`config.mk`:
```
export PLATFORM = sky130hd
export DESIGN_NAME = load_store_unit_flat
export DESIGN_NICKNAME = d
export VERILOG_FILES = /design/src/rtl/load_store_unit_if.sv /design/src/rtl/load_store_unit.sv /design/src/flat_wrapper.sv
export SDC_FILE = /design/constraint.sdc
export NUM_CORES = 1
export LEC_CHECK = 0
export BUFFER_PORTS_ARGS = -buffer_cell sky130_fd_sc_hd__buf_2
export CAP_MARGIN = 15
export CORE_ASPECT_RATIO = 0.75
export CORE_MARGIN = 1.5
export CORE_UTILIZATION = 44
export CTS_BUF_LIST = sky130_fd_sc_hd__clkbuf_4
export DETAILED_ROUTE_END_ITERATION = 7
export PLACE_DENSITY = 0.77
export SLEW_MARGIN = 5
export SYNTH_ARGS = -nofsm -noshare
export SYNTH_HDL_FRONTEND = slang
export SYNTH_SLANG_ARGS = --single-unit
export TNS_END_PERCENT = 10
```
`constraint.sdc`:
```
create_clock -name clk -period 1.7 [get_ports clk]
set_input_delay 0.255 -clock clk [delete_from_list [all_inputs] [get_ports clk]]
set_output_delay 0.255 -clock clk [all_outputs]
set_load 0.005 [all_outputs]
```
`src/rtl/load_store_unit_if.sv`:
```
// Data-memory bus between the load/store unit (master) and data memory (slave).
interface load_store_unit_if;
  localparam int unsigned AW = 32;
  localparam int unsigned DW = 32;

  logic              dmem_req;
  logic              dmem_we;
  logic [AW-1:0]     dmem_addr;
  logic [DW-1:0]     dmem_wdata;
  logic [DW/8-1:0]   dmem_wstrb;
  logic              dmem_gnt;
  logic              dmem_rvalid;
  logic [DW-1:0]     dmem_rdata;

  modport master (
    output dmem_req, dmem_we, dmem_addr, dmem_wdata, dmem_wstrb,
    input  dmem_gnt, dmem_rvalid, dmem_rdata
  );

  modport slave (
    input  dmem_req, dmem_we, dmem_addr, dmem_wdata, dmem_wstrb,
    output dmem_gnt, dmem_rvalid, dmem_rdata
  );
endinterface

```
`src/rtl/load_store_unit.sv`:
```
// Memory-access stage: req/gnt/rvalid data-bus handshake, load extension, store lane formatting.
// Optional WAIT-state bus timeout enabled by defining LSU_TIMEOUT_EN.
module load_store_unit #(
  parameter int unsigned TIMEOUT_CYCLES = 255
) (
  input  logic                   clk,
  input  logic                   rst,
  input  logic                   mem_read,
  input  logic                   mem_write,
  input  logic [2:0]             funct3,
  input  logic [31:0]            addr,
  input  logic [31:0]            store_data,
  load_store_unit_if.master      dmem,
  output logic [31:0]            mem_out,
  output logic                   lsu_stall,
  output logic                   lsu_done,
  output logic                   access_err,
  output logic                   bus_err
);

  typedef enum logic [1:0] {IDLE, REQ, WAIT, DONE} state_t;

  state_t      state;
  logic [2:0]  funct3_q;
  logic [1:0]  off_q;
  logic        start_c;
  logic        err_c;
  logic [31:0] wdata_c;
  logic [3:0]  wstrb_c;
  logic [31:0] rshift_c;
  logic [31:0] load_c;

`ifdef LSU_TIMEOUT_EN
  localparam int unsigned CNT_W = $clog2(TIMEOUT_CYCLES + 1);
  logic [CNT_W-1:0] tmo_cnt;
`else
  localparam int unsigned UNUSED_TIMEOUT = TIMEOUT_CYCLES;
  assign bus_err = 1'b0;
`endif

  assign start_c   = (state == IDLE) && (mem_read || mem_write);
  assign lsu_stall = (state == REQ) || (state == WAIT) || (start_c && !err_c);

  // Alignment and encoding check; unsigned loads have no store counterpart.
  always_comb begin
    err_c = 1'b0;
    case (funct3)
      3'b000:  err_c = 1'b0;
      3'b001:  err_c = addr[0];
      3'b010:  err_c = |addr[1:0];
      3'b100:  err_c = mem_write;
      3'b101:  err_c = mem_write | addr[0];
      default: err_c = 1'b1;
    endcase
  end

  always_comb begin
    wdata_c = store_data;
    wstrb_c = 4'b1111;
    case (funct3[1:0])
      2'b00: begin
        wdata_c = {4{store_data[7:0]}};
        wstrb_c = 4'b0001 << addr[1:0];
      end
      2'b01: begin
        wdata_c = {2{store_data[15:0]}};
        wstrb_c = 4'b0011 << addr[1:0];
      end
      default: ;
    endcase
  end

  // Word offset is zero for LW, so the shifted word doubles as the LW result.
  assign rshift_c = dmem.dmem_rdata >> {off_q, 3'b000};

  always_comb begin
    load_c = rshift_c;
    case (funct3_q)
      3'b000:  load_c = {{24{rshift_c[7]}}, rshift_c[7:0]};
      3'b100:  load_c = {24'h0, rshift_c[7:0]};
      3'b001:  load_c = {{16{rshift_c[15]}}, rshift_c[15:0]};
      3'b101:  load_c = {16'h0, rshift_c[15:0]};
      default: load_c = rshift_c;
    endcase
  end

  always_ff @(posedge clk) begin
    if (rst) begin
      state           <= IDLE;
      funct3_q        <= 3'b000;
      off_q           <= 2'b00;
      dmem.dmem_req   <= 1'b0;
      dmem.dmem_we    <= 1'b0;
      dmem.dmem_addr  <= 32'h0;
      dmem.dmem_wdata <= 32'h0;
      dmem.dmem_wstrb <= 4'h0;
      mem_out         <= 32'h0;
      lsu_done        <= 1'b0;
      access_err      <= 1'b0;
`ifdef LSU_TIMEOUT_EN
      bus_err         <= 1'b0;
      tmo_cnt         <= '0;
`endif
    end else begin
      lsu_done   <= 1'b0;
      access_err <= 1'b0;
`ifdef LSU_TIMEOUT_EN
      bus_err    <= 1'b0;
`endif
      case (state)
        IDLE: begin
          if (start_c) begin
            if (err_c) begin
              access_err <= 1'b1;
            end else begin
              state           <= REQ;
              funct3_q        <= funct3;
              off_q           <= addr[1:0];
              dmem.dmem_req   <= 1'b1;
              dmem.dmem_we    <= mem_write;
              dmem.dmem_addr  <= {addr[31:2], 2'b00};
              dmem.dmem_wdata <= mem_write ? wdata_c : 32'h0;
              dmem.dmem_wstrb <= mem_write ? wstrb_c : 4'h0;
            end
          end
        end
        REQ: begin
          if (dmem.dmem_gnt) begin
            dmem.dmem_req <= 1'b0;
            if (dmem.dmem_we) begin
              state    <= DONE;
              lsu_done <= 1'b1;
            end else begin
              state <= WAIT;
`ifdef LSU_TIMEOUT_EN
              tmo_cnt <= '0;
`endif
            end
          end
        end
        WAIT: begin
          if (dmem.dmem_rvalid) begin
            mem_out  <= load_c;
            state    <= DONE;
            lsu_done <= 1'b1;
          end
`ifdef LSU_TIMEOUT_EN
          else if (tmo_cnt == CNT_W'(TIMEOUT_CYCLES - 1)) begin
            bus_err <= 1'b1;
            state   <= IDLE;
          end else begin
            tmo_cnt <= tmo_cnt + CNT_W'(1);
          end
`endif
        end
        DONE: state <= IDLE;
        default: state <= IDLE;
      endcase
    end
  end

endmodule

```
`src/flat_wrapper.sv`:
```
// flat-port wrapper written by rule: the top's interface ports become plain ports
module load_store_unit_flat 
#(
  parameter int unsigned TIMEOUT_CYCLES = 255
)
  (clk, rst, mem_read, mem_write, funct3, addr, store_data, mem_out, lsu_stall, lsu_done, access_err, bus_err, dmem_dmem_req, dmem_dmem_we, dmem_dmem_addr, dmem_dmem_wdata, dmem_dmem_wstrb, dmem_dmem_gnt, dmem_dmem_rvalid, dmem_dmem_rdata);
  load_store_unit_if dmem_i ();
  input  logic clk;
  input  logic rst;
  input  logic mem_read;
  input  logic mem_write;
  input  logic [2:0] funct3;
  input  logic [31:0] addr;
  input  logic [31:0] store_data;
  output logic [31:0] mem_out;
  output logic lsu_stall;
  output logic lsu_done;
  output logic access_err;
  output logic bus_err;
  output wire logic [$bits(dmem_i.dmem_req)-1:0] dmem_dmem_req;
  output wire logic [$bits(dmem_i.dmem_we)-1:0] dmem_dmem_we;
  output wire logic [$bits(dmem_i.dmem_addr)-1:0] dmem_dmem_addr;
  output wire logic [$bits(dmem_i.dmem_wdata)-1:0] dmem_dmem_wdata;
  output wire logic [$bits(dmem_i.dmem_wstrb)-1:0] dmem_dmem_wstrb;
  input wire logic [$bits(dmem_i.dmem_gnt)-1:0] dmem_dmem_gnt;
  input wire logic [$bits(dmem_i.dmem_rvalid)-1:0] dmem_dmem_rvalid;
  input wire logic [$bits(dmem_i.dmem_rdata)-1:0] dmem_dmem_rdata;
  assign dmem_dmem_req = dmem_i.dmem_req;
  assign dmem_dmem_we = dmem_i.dmem_we;
  assign dmem_dmem_addr = dmem_i.dmem_addr;
  assign dmem_dmem_wdata = dmem_i.dmem_wdata;
  assign dmem_dmem_wstrb = dmem_i.dmem_wstrb;
  assign dmem_i.dmem_gnt = dmem_dmem_gnt;
  assign dmem_i.dmem_rvalid = dmem_dmem_rvalid;
  assign dmem_i.dmem_rdata = dmem_dmem_rdata;
  load_store_unit #(.TIMEOUT_CYCLES(TIMEOUT_CYCLES)) u_core (.clk(clk), .rst(rst), .mem_read(mem_read), .mem_write(mem_write), .funct3(funct3), .addr(addr), .store_data(store_data), .dmem(dmem_i), .mem_out(mem_out), .lsu_stall(lsu_stall), .lsu_done(lsu_done), .access_err(access_err), .bus_err(bus_err));
endmodule
```
After elaboration in Yosys (flattened, before gate mapping):

Cells that the tools add are included.

* equality and inequality tests: 15
* shifts and indexed selects: 3
* muxes and demuxes: 21
* bitwise logic cells: 4
* reduce and logical (&&, ||, !) cells: 17

Operators with widths (count)
* $pmux W32 S4: 1
* $pmux W32 S2: 1
* $mux W32: 1
* $shr A32 B5 Y32: 1
* $eq A3 B3 Y1 const B: 4
* $mux W1: 8
* $mux W2: 4
* $pmux W2 S4: 1
* $pmux W4 S2: 1
* $reduce_and A4 Y1: 2
* $eq A3 B1 Y1 const B: 2
* $logic_not A3 Y1: 2
* $ne A2 B2 Y1 const B: 3
* $pmux W1 S5: 1
* $eq A2 B1 Y1 const B: 2
* $eq A2 B2 Y1 const B: 2
* $logic_not A2 Y1: 2
* $mux W4: 1
* $pmux W1 S2: 2
* $shl A1 B2 Y4 const A: 1
* $shl A2 B2 Y4 const A: 1
* $eq A3 B2 Y1 const B: 1
* $logic_or A1 B1 Y1: 3
* $not A1 Y1: 3
* other kinds (9): 10

* bits in registers: 109
* word-level logic and storage cells: 71

Logic depth before layout (Yosys ltp):

Gate-level depths: netlist of the first run.

* depth in word-level cells: 5
* mapped depth: 8
* gate-level depth less buffers: 6

Worst setup path before layout of the first run:

No wires, ideal clock.

* kind: reg-to-reg
* from: register u_core.state[0]
* to: register u_core.dmem.dmem_wdata[29]
* setup time: 117 ps
* arrival: 1464 ps
* required time: 1583 ps
* setup slack: 119 ps
* stages on the path, launching flop included: 8
* path buffers: 2
* cell sequence: dfxtp_1 > inv_1 > ha_1 > clkbuf_1 > o221a_2 > nor2_2 > buf_2 > a22o_1

* word-level cells in the longest chain between the ends: 3

Ends and longest elaborated chain
* start, declared: line load_store_unit.sv:23 `state_t state;`
* start signal, assigned: line load_store_unit.sv:89 `state <= IDLE;`
* start signal, assigned: line load_store_unit.sv:116 `state <= REQ;`
* start signal, assigned: line load_store_unit.sv:131 `state <= DONE;`
* $logic_not A2 Y1 *: line load_store_unit.sv:41, load_store_unit.sv:110
* $logic_and A1 B1 Y1: line load_store_unit.sv:41 `assign start_c = (state == IDLE) && (mem_read || mem_write);`
* $reduce_and A3 Y1 (no line) *
* end signal, assigned: line load_store_unit.sv:122 `dmem.dmem_wdata <= mem_write ? wdata_c : 32'h0;`
* end, declared: line load_store_unit_if.sv:16 `output dmem_req, dmem_we, dmem_addr, dmem_wdata, dmem_wstrb,`

Every way passes the cells marked *; elsewhere a longest branch is shown, timed or not.
A chain may end at the register's enable or synchronous reset.

Worst setup path after layout of the first run:

* from: register u_core.state[1]
* to: output lsu_stall

* word-level cells in the longest chain between the ends: 4
* elaborated cells on any way between the ends: 7
* those cells by class: eq/ne: 2; reduce/logical: 5

Ends and longest elaborated chain
* $logic_not A2 Y1: line load_store_unit.sv:41
* $logic_and A1 B1 Y1: line load_store_unit.sv:41
* $logic_and A1 B1 Y1: line load_store_unit.sv:42 `assign lsu_stall = (state == REQ) || (state == WAIT) || (start_c && !err_c);`
* $logic_or A1 B1 Y1 *: line load_store_unit.sv:42
* end, declared: line flat_wrapper.sv:16 `output logic lsu_stall;`

Marks and branches as above.

==> flow_metrics.env, run 1 <==
export IMPL_io_pins=211
export IMPL_core_area_um2=10500
export IMPL_grt_total_usage_pct=25.4
export IMPL_area_growth_pct=34.7
export IMPL_nets=877
export IMPL_ys_warn_count=0
export IMPL_cpPeakStageDelay_ps=390
export IMPL_layout_commonest_cell="buf_2"
export IMPL_avgViaCountPerCell=5.38
export IMPL_multiInputGateArea_um2=2370
export IMPL_route_detailed_drc=0
export IMPL_fin_crit_sh_pct=96.6
export IMPL_syn_area_um2=4830
export IMPL_fp_row_count=32
export IMPL_start_kind="register"
export IMPL_grt_pass1_vias=4671
export IMPL_synth_top_cell_area_share_pct=45.2
export IMPL_numCtsBuffers=9
export IMPL_maxSlewViolCount=0
export IMPL_synth_edf_count=0
export IMPL_routed_wl_um=14900
export IMPL_dieArea_um2=11600
export IMPL_crit_type="register to primary output"
export IMPL_vias=4887
export IMPL_mostFrequentLayoutCells="buf_2, dfxtp_1, nand2_1"
export IMPL_skew_ps=14.0
export IMPL_grt_ovfl_total=0
export IMPL_hold_violations=0
export IMPL_min_path_type="primary input to register"
export IMPL_drv_cap=0
export IMPL_clock_root_buffer="clkbuf_4"
export IMPL_fin_area_um2=6500
export IMPL_crit_family="flip-flops"
export IMPL_rsz0062_at_grt="true"
export IMPL_ir_drop_mv=0.564
export IMPL_drt_iter0_markers=314
export IMPL_worstPathCellList="inv_4, ha_4, nand2b_1, buf_2"
export IMPL_postRouteAntennaNets=0
export IMPL_netlist_top_cells_area="dfxtp_1, mux2i_1, nand2_1, a21oi_1, o2bb2ai_1"
export IMPL_finalSetupViolCount=0
export IMPL_start_util_pct=46.0
export IMPL_slowest_stage="dfxtp_2"
export IMPL_p_leak_nw=2.95
export IMPL_netlist_instances=542
export IMPL_cellPowerDensity_nw_per_um2=1050
export IMPL_cp_required_ps=1440
export IMPL_min_period_ps=1640
export IMPL_seqCellArea_um2=2180
export IMPL_place_gp_congestion=0.924
export IMPL_cp_max_fo=3
export IMPL_synth_seq_cells=109
export IMPL_status="finished clean"
export IMPL_cts_tree="built"
export IMPL_io_buffers=207
export IMPL_yosysTopAreaCell="dfxtp_1"
export IMPL_layout_drive_gt1_share_pct=35.7
export IMPL_nFillCells=886
export IMPL_cp_num_buf_inv=2
export IMPL_clkTransAtPathRegs_ps=160
export IMPL_die_y_um=93.7
export IMPL_dp_hpwl_um=10800
export IMPL_fin_ws_ps=57.9
export IMPL_antenna_found_initial=0
export IMPL_fin_util_pct=62.0
export IMPL_cp_end_kind="primary output"
export IMPL_grt_pass1_wl_um=23000
export IMPL_arrival_ps=1390
export IMPL_ys_seq_area_share_pct=45.2
export IMPL_tns_ps=0
export IMPL_clkLatencyLatePin_ps=450
export IMPL_die_w_um=124
export IMPL_wire_per_inst_um=16.4
export IMPL_cts_max_path_buffers=2
export IMPL_drtPass1Iterations=5
export IMPL_cts_max_level=3
export IMPL_max_freq_mhz=609
export IMPL_synth_ff_type="dfxtp_1"
export IMPL_synth_cell_types=46
export IMPL_placed_area_um2=6050
export IMPL_grt_max_degree=48
export IMPL_syn_avg_cell_area_um2=8.91
export IMPL_place_ws_ps=12.7
export IMPL_diodes=0
export IMPL_ys_async_sr_fraction_pct=0
export IMPL_cts_sinks=109
[final cells by class]
class,count,share of cell area (%)
inverters,6,0.385
clock inverters,7,1.48
clock buffers,9,1.04
flip-flops and latches,109,33.6
multi-input cells,380,36.5
repair buffers,262,24.4
well taps,136,2.62
[cells in the mapped netlist, types with 2 or more instances]
| cell | count |
|---|---|
| buf_2 | 10 |
| buf_4 | 5 |
| buf_1 | 3 |
| buf_6 | 6 |
| a21oi_1 | 73 |
| nand2b_1 | 3 |
| mux2_2 | 7 |
| o2bb2ai_1 | 27 |
| inv_1 | 6 |
| a221oi_2 | 2 |
| dfxtp_1 | 109 |
| a22o_1 | 16 |
| o22ai_1 | 2 |
| mux2i_1 | 41 |
| o21ai_0 | 10 |
| ha_1 | 4 |
| a211oi_1 | 16 |
| nor3_1 | 9 |
| nor2b_1 | 4 |
| nand2_1 | 99 |
| clkbuf_1 | 23 |
| o211ai_1 | 8 |
| nor2_1 | 36 |
[power by group]
part	switching [mW]	internal, mW	leakage (nW)
clock	0.863	0.606	0.0907
combinational	1.22	1.03	1.98
sequential	0.190	2.89	0.886
[flip-flops by register name (all words and copies together), names as in the netlist]
signal,count
u_core.access_err,1
u_core.dmem.dmem_addr,30
u_core.dmem.dmem_req,1
u_core.dmem.dmem_wdata,32
u_core.dmem.dmem_we,1
u_core.dmem.dmem_wstrb,4
u_core.funct3_q,3
u_core.lsu_done,1
u_core.mem_out,32
u_core.off_q,2
u_core.state,2
[cells by family (layout without fill, tap and decap cells)]
group	Yosys count	in the layout	synth area share [%]
other	1	3	0.0777
and+or+nand+nor	163	163	14.5
DFF	109	109	45.2
AOI/OAI and AO/OA	160	160	22.2
adders and majority gates	4	4	1.04
muxes	50	50	10.8
buffers and inverters	55	284	6.12
[metal layers]
metal / global-route usage [%] / vias up / wire length [um]
li1: - / 2364 / -
met3: 6.31 / 21 / 1090
met1: 33.8 / 2308 / 6620
met2: 41.1 / 194 / 6970
met5: 0 / - / 0
met4: 7.20 / 0 / 223
[metrics by stage]
step	cells	total power, mW	hold slack (ps)
after floorplan	544	4.34	362
after global placement	866	5.11	439
after detailed placement	866	5.19	443
after CTS	906	6.77	4.71
after global routing	909	7.20	3.50
final	909	6.80	45.6
[final timing paths]
check                       startpoint                        end  slack (ps)  cells after the start
max                    u_core.state[1]                  lsu_stall          60                      4
min                           addr[10]  u_core.dmem.dmem_addr[10]          50                      3
max reg2reg            u_core.off_q[0]          u_core.mem_out[6]         100                      5
min reg2reg  u_core.dmem.dmem_addr[23]  u_core.dmem.dmem_addr[23]         470                      2
[tightest hold or removal path: cells and delay by family]
| kind | cells | cell delay (ps) |
|---|---|---|
| AO/OA/AOI/OAI | 1 | 50 |
| buffers and inverters | 1 | 100 |
| AND/OR/NAND/NOR | 1 | 50 |
[what timing repair did]
action,CTS,global route
endpoints found under the setup margin,1,6
resized for setup,6,3
buffers inserted,3,0
hold endpoints to repair,21,3
gates cloned,0,0
pin swaps,1,0
hold buffers,21,3
Note: power is estimated with default switching activity, not from simulation.
==> run 2: changes to the inputs <==
--- a/config.mk
+++ b/config.mk
@@ -7,12 +7,15 @@
 export LEC_CHECK = 0
 export BUFFER_PORTS_ARGS = -buffer_cell sky130_fd_sc_hd__buf_2
 export CAP_MARGIN = 15
+export CELL_PAD_IN_SITES_DETAIL_PLACEMENT = 2
+export CELL_PAD_IN_SITES_GLOBAL_PLACEMENT = 2
 export CORE_ASPECT_RATIO = 0.75
 export CORE_MARGIN = 1.5
-export CORE_UTILIZATION = 44
+export CORE_UTILIZATION = 25
 export CTS_BUF_LIST = sky130_fd_sc_hd__clkbuf_4
 export DETAILED_ROUTE_END_ITERATION = 7
-export PLACE_DENSITY = 0.77
+export GPL_ROUTABILITY_DRIVEN = 1
+export PLACE_DENSITY = 0.78
 export SLEW_MARGIN = 5
 export SYNTH_ARGS = -nofsm -noshare
 export SYNTH_HDL_FRONTEND = slang
==> flow_metrics.env, run 2 (same netlist as run 1, synthesis figures left out) <==
export IMPL_grt_ovfl_total=0
export IMPL_grt_pass1_wl_um=30800
export IMPL_grt_pass1_vias=5538
export IMPL_dp_hpwl_um=14900
export IMPL_start_kind="register"
export IMPL_cts_max_level=3
export IMPL_max_freq_mhz=617
export IMPL_core_area_um2=18700
export IMPL_area_growth_pct=39.2
export IMPL_place_gp_congestion=0.854
export IMPL_die_w_um=163
export IMPL_grt_total_usage_pct=19.7
export IMPL_skew_ps=16.9
export IMPL_io_buffers=207
export IMPL_cp_required_ps=1440
export IMPL_p_leak_nw=2.98
export IMPL_maxSlewViolCount=0
export IMPL_antenna_found_initial=1
export IMPL_grt_max_degree=43
export IMPL_seqCellArea_um2=2180
export IMPL_die_y_um=123
export IMPL_cellPowerDensity_nw_per_um2=1030
export IMPL_cp_num_buf_inv=2
export IMPL_drt_iter0_markers=141
export IMPL_io_pins=211
export IMPL_finalSetupViolCount=0
export IMPL_cp_end_kind="primary output"
export IMPL_hold_violations=0
export IMPL_fp_row_count=43
export IMPL_postRouteAntennaNets=0
export IMPL_start_util_pct=25.8
export IMPL_rsz0062_at_grt="true"
export IMPL_avgViaCountPerCell=4.82
export IMPL_arrival_ps=1370
export IMPL_status="finished clean"
export IMPL_vias=4942
export IMPL_clkLatencyLatePin_ps=460
export IMPL_cts_tree="built"
export IMPL_numCtsBuffers=9
export IMPL_slowest_stage="dfxtp_2"
export IMPL_wire_per_inst_um=19.2
export IMPL_routed_wl_um=19700
export IMPL_multiInputGateArea_um2=2400
export IMPL_crit_family="flip-flops"
export IMPL_clock_root_buffer="clkbuf_4"
export IMPL_drtPass1Iterations=4
export IMPL_layout_commonest_cell="buf_2"
export IMPL_min_path_type="primary input to register"
export IMPL_dieArea_um2=20200
export IMPL_worstPathCellList="inv_2, ha_4, nand2b_4, buf_6"
export IMPL_route_detailed_drc=0
export IMPL_ir_drop_mv=0.367
export IMPL_fin_ws_ps=80.0
export IMPL_cts_sinks=109
export IMPL_layout_drive_gt1_share_pct=35.7
export IMPL_nets=883
export IMPL_mostFrequentLayoutCells="buf_2, dfxtp_1, nand2_1"
export IMPL_finalPower_mw=6.90
export IMPL_min_period_ps=1620
export IMPL_cts_max_path_buffers=2
export IMPL_nFillCells=2147
export IMPL_cp_max_fo=2
export IMPL_clkTransAtPathRegs_ps=160
export IMPL_reg_largest_list="u_core.dmem.dmem_wdata (32), u_core.mem_out (32), u_core.dmem.dmem_addr (30)"
export IMPL_place_ws_ps=1.10
export IMPL_cpPeakStageDelay_ps=370
export IMPL_crit_type="register to primary output"
export IMPL_fin_crit_sh_pct=95.3
export IMPL_drv_cap=0
run 2: changes by cell type in the layout (fill, tap and decap cells not counted), moves of 2 or more:
cell	previous run	this run
inv_6	2	0
dlygate4sd3_1	24	30
buf_4	25	23
buf_6	0	2
run 2: worst paths after layout:
path | from | to | slack (ps) | depth (start not counted)
worst min register to register | u_core.dmem.dmem_addr[9] | u_core.dmem.dmem_addr[9] | 470 | 2
worst max-delay path | u_core.state[1] | lsu_stall | 80 | 4
worst min-delay path | addr[27] | u_core.dmem.dmem_addr[27] | 50 | 3
worst max register to register | u_core.off_q[0] | u_core.mem_out[25] | 90 | 5
run 2: repair_timing:
item,CTS,global route
setup buffers,5,0
setup endpoints to repair,2,10
resized for setup,8,7
hold buffers,28,2
pin swaps,0,2
hold endpoints to repair,28,2
run 2: layer usage:
layer  wire (um)  track usage [%]  vias up
met4         139             4.03        0
met5           0                0        -
met1        8720             23.9     2452
met2        9900             35.0      107
met3         981             5.20       13
li1            -                -     2370
run 2: stage by stage:
| stage | instances | TNS (ps) | util, % | hold slack [ps] | area, um2 |
|---|---|---|---|---|---|
| global route | 1026 | -25.0 | 35.9 | 2.72 | 6720 |
| global placement | 976 | 0 | 33.2 | 439 | 6210 |
| finish | 1026 | 0 | 35.9 | 54.0 | 6720 |
| floorplan | 544 | 0 | - | 362 | 4830 |
| CTS | 1023 | 0 | 35.6 | 0.239 | 6670 |
| detailed placement | 976 | 0 | 33.2 | 448 | 6210 |
run 2: report_power, final:
| part | internal (mW) | switching, mW | total (mW) |
|---|---|---|---|
| logic | 1.14 | 1.37 | 2.51 |
| registers | 2.89 | 0.201 | 3.09 |
| clock network | 0.453 | 0.845 | 1.30 |
run 2: tightest hold or removal path, stage by stage:
cell	delay [ps]
buf_2	100
nand2_1	50
a21oi_1	60
run 2: layout make-up:
type	instances	share of cell area (%)
multi-input combinational	380	35.8
clock inverter	5	0.782
timing repair buffer	268	24.8
tap	247	4.60
clock buffer	10	1.12
sequential	109	32.5
inverter	6	0.335
antenna	1	0.0373
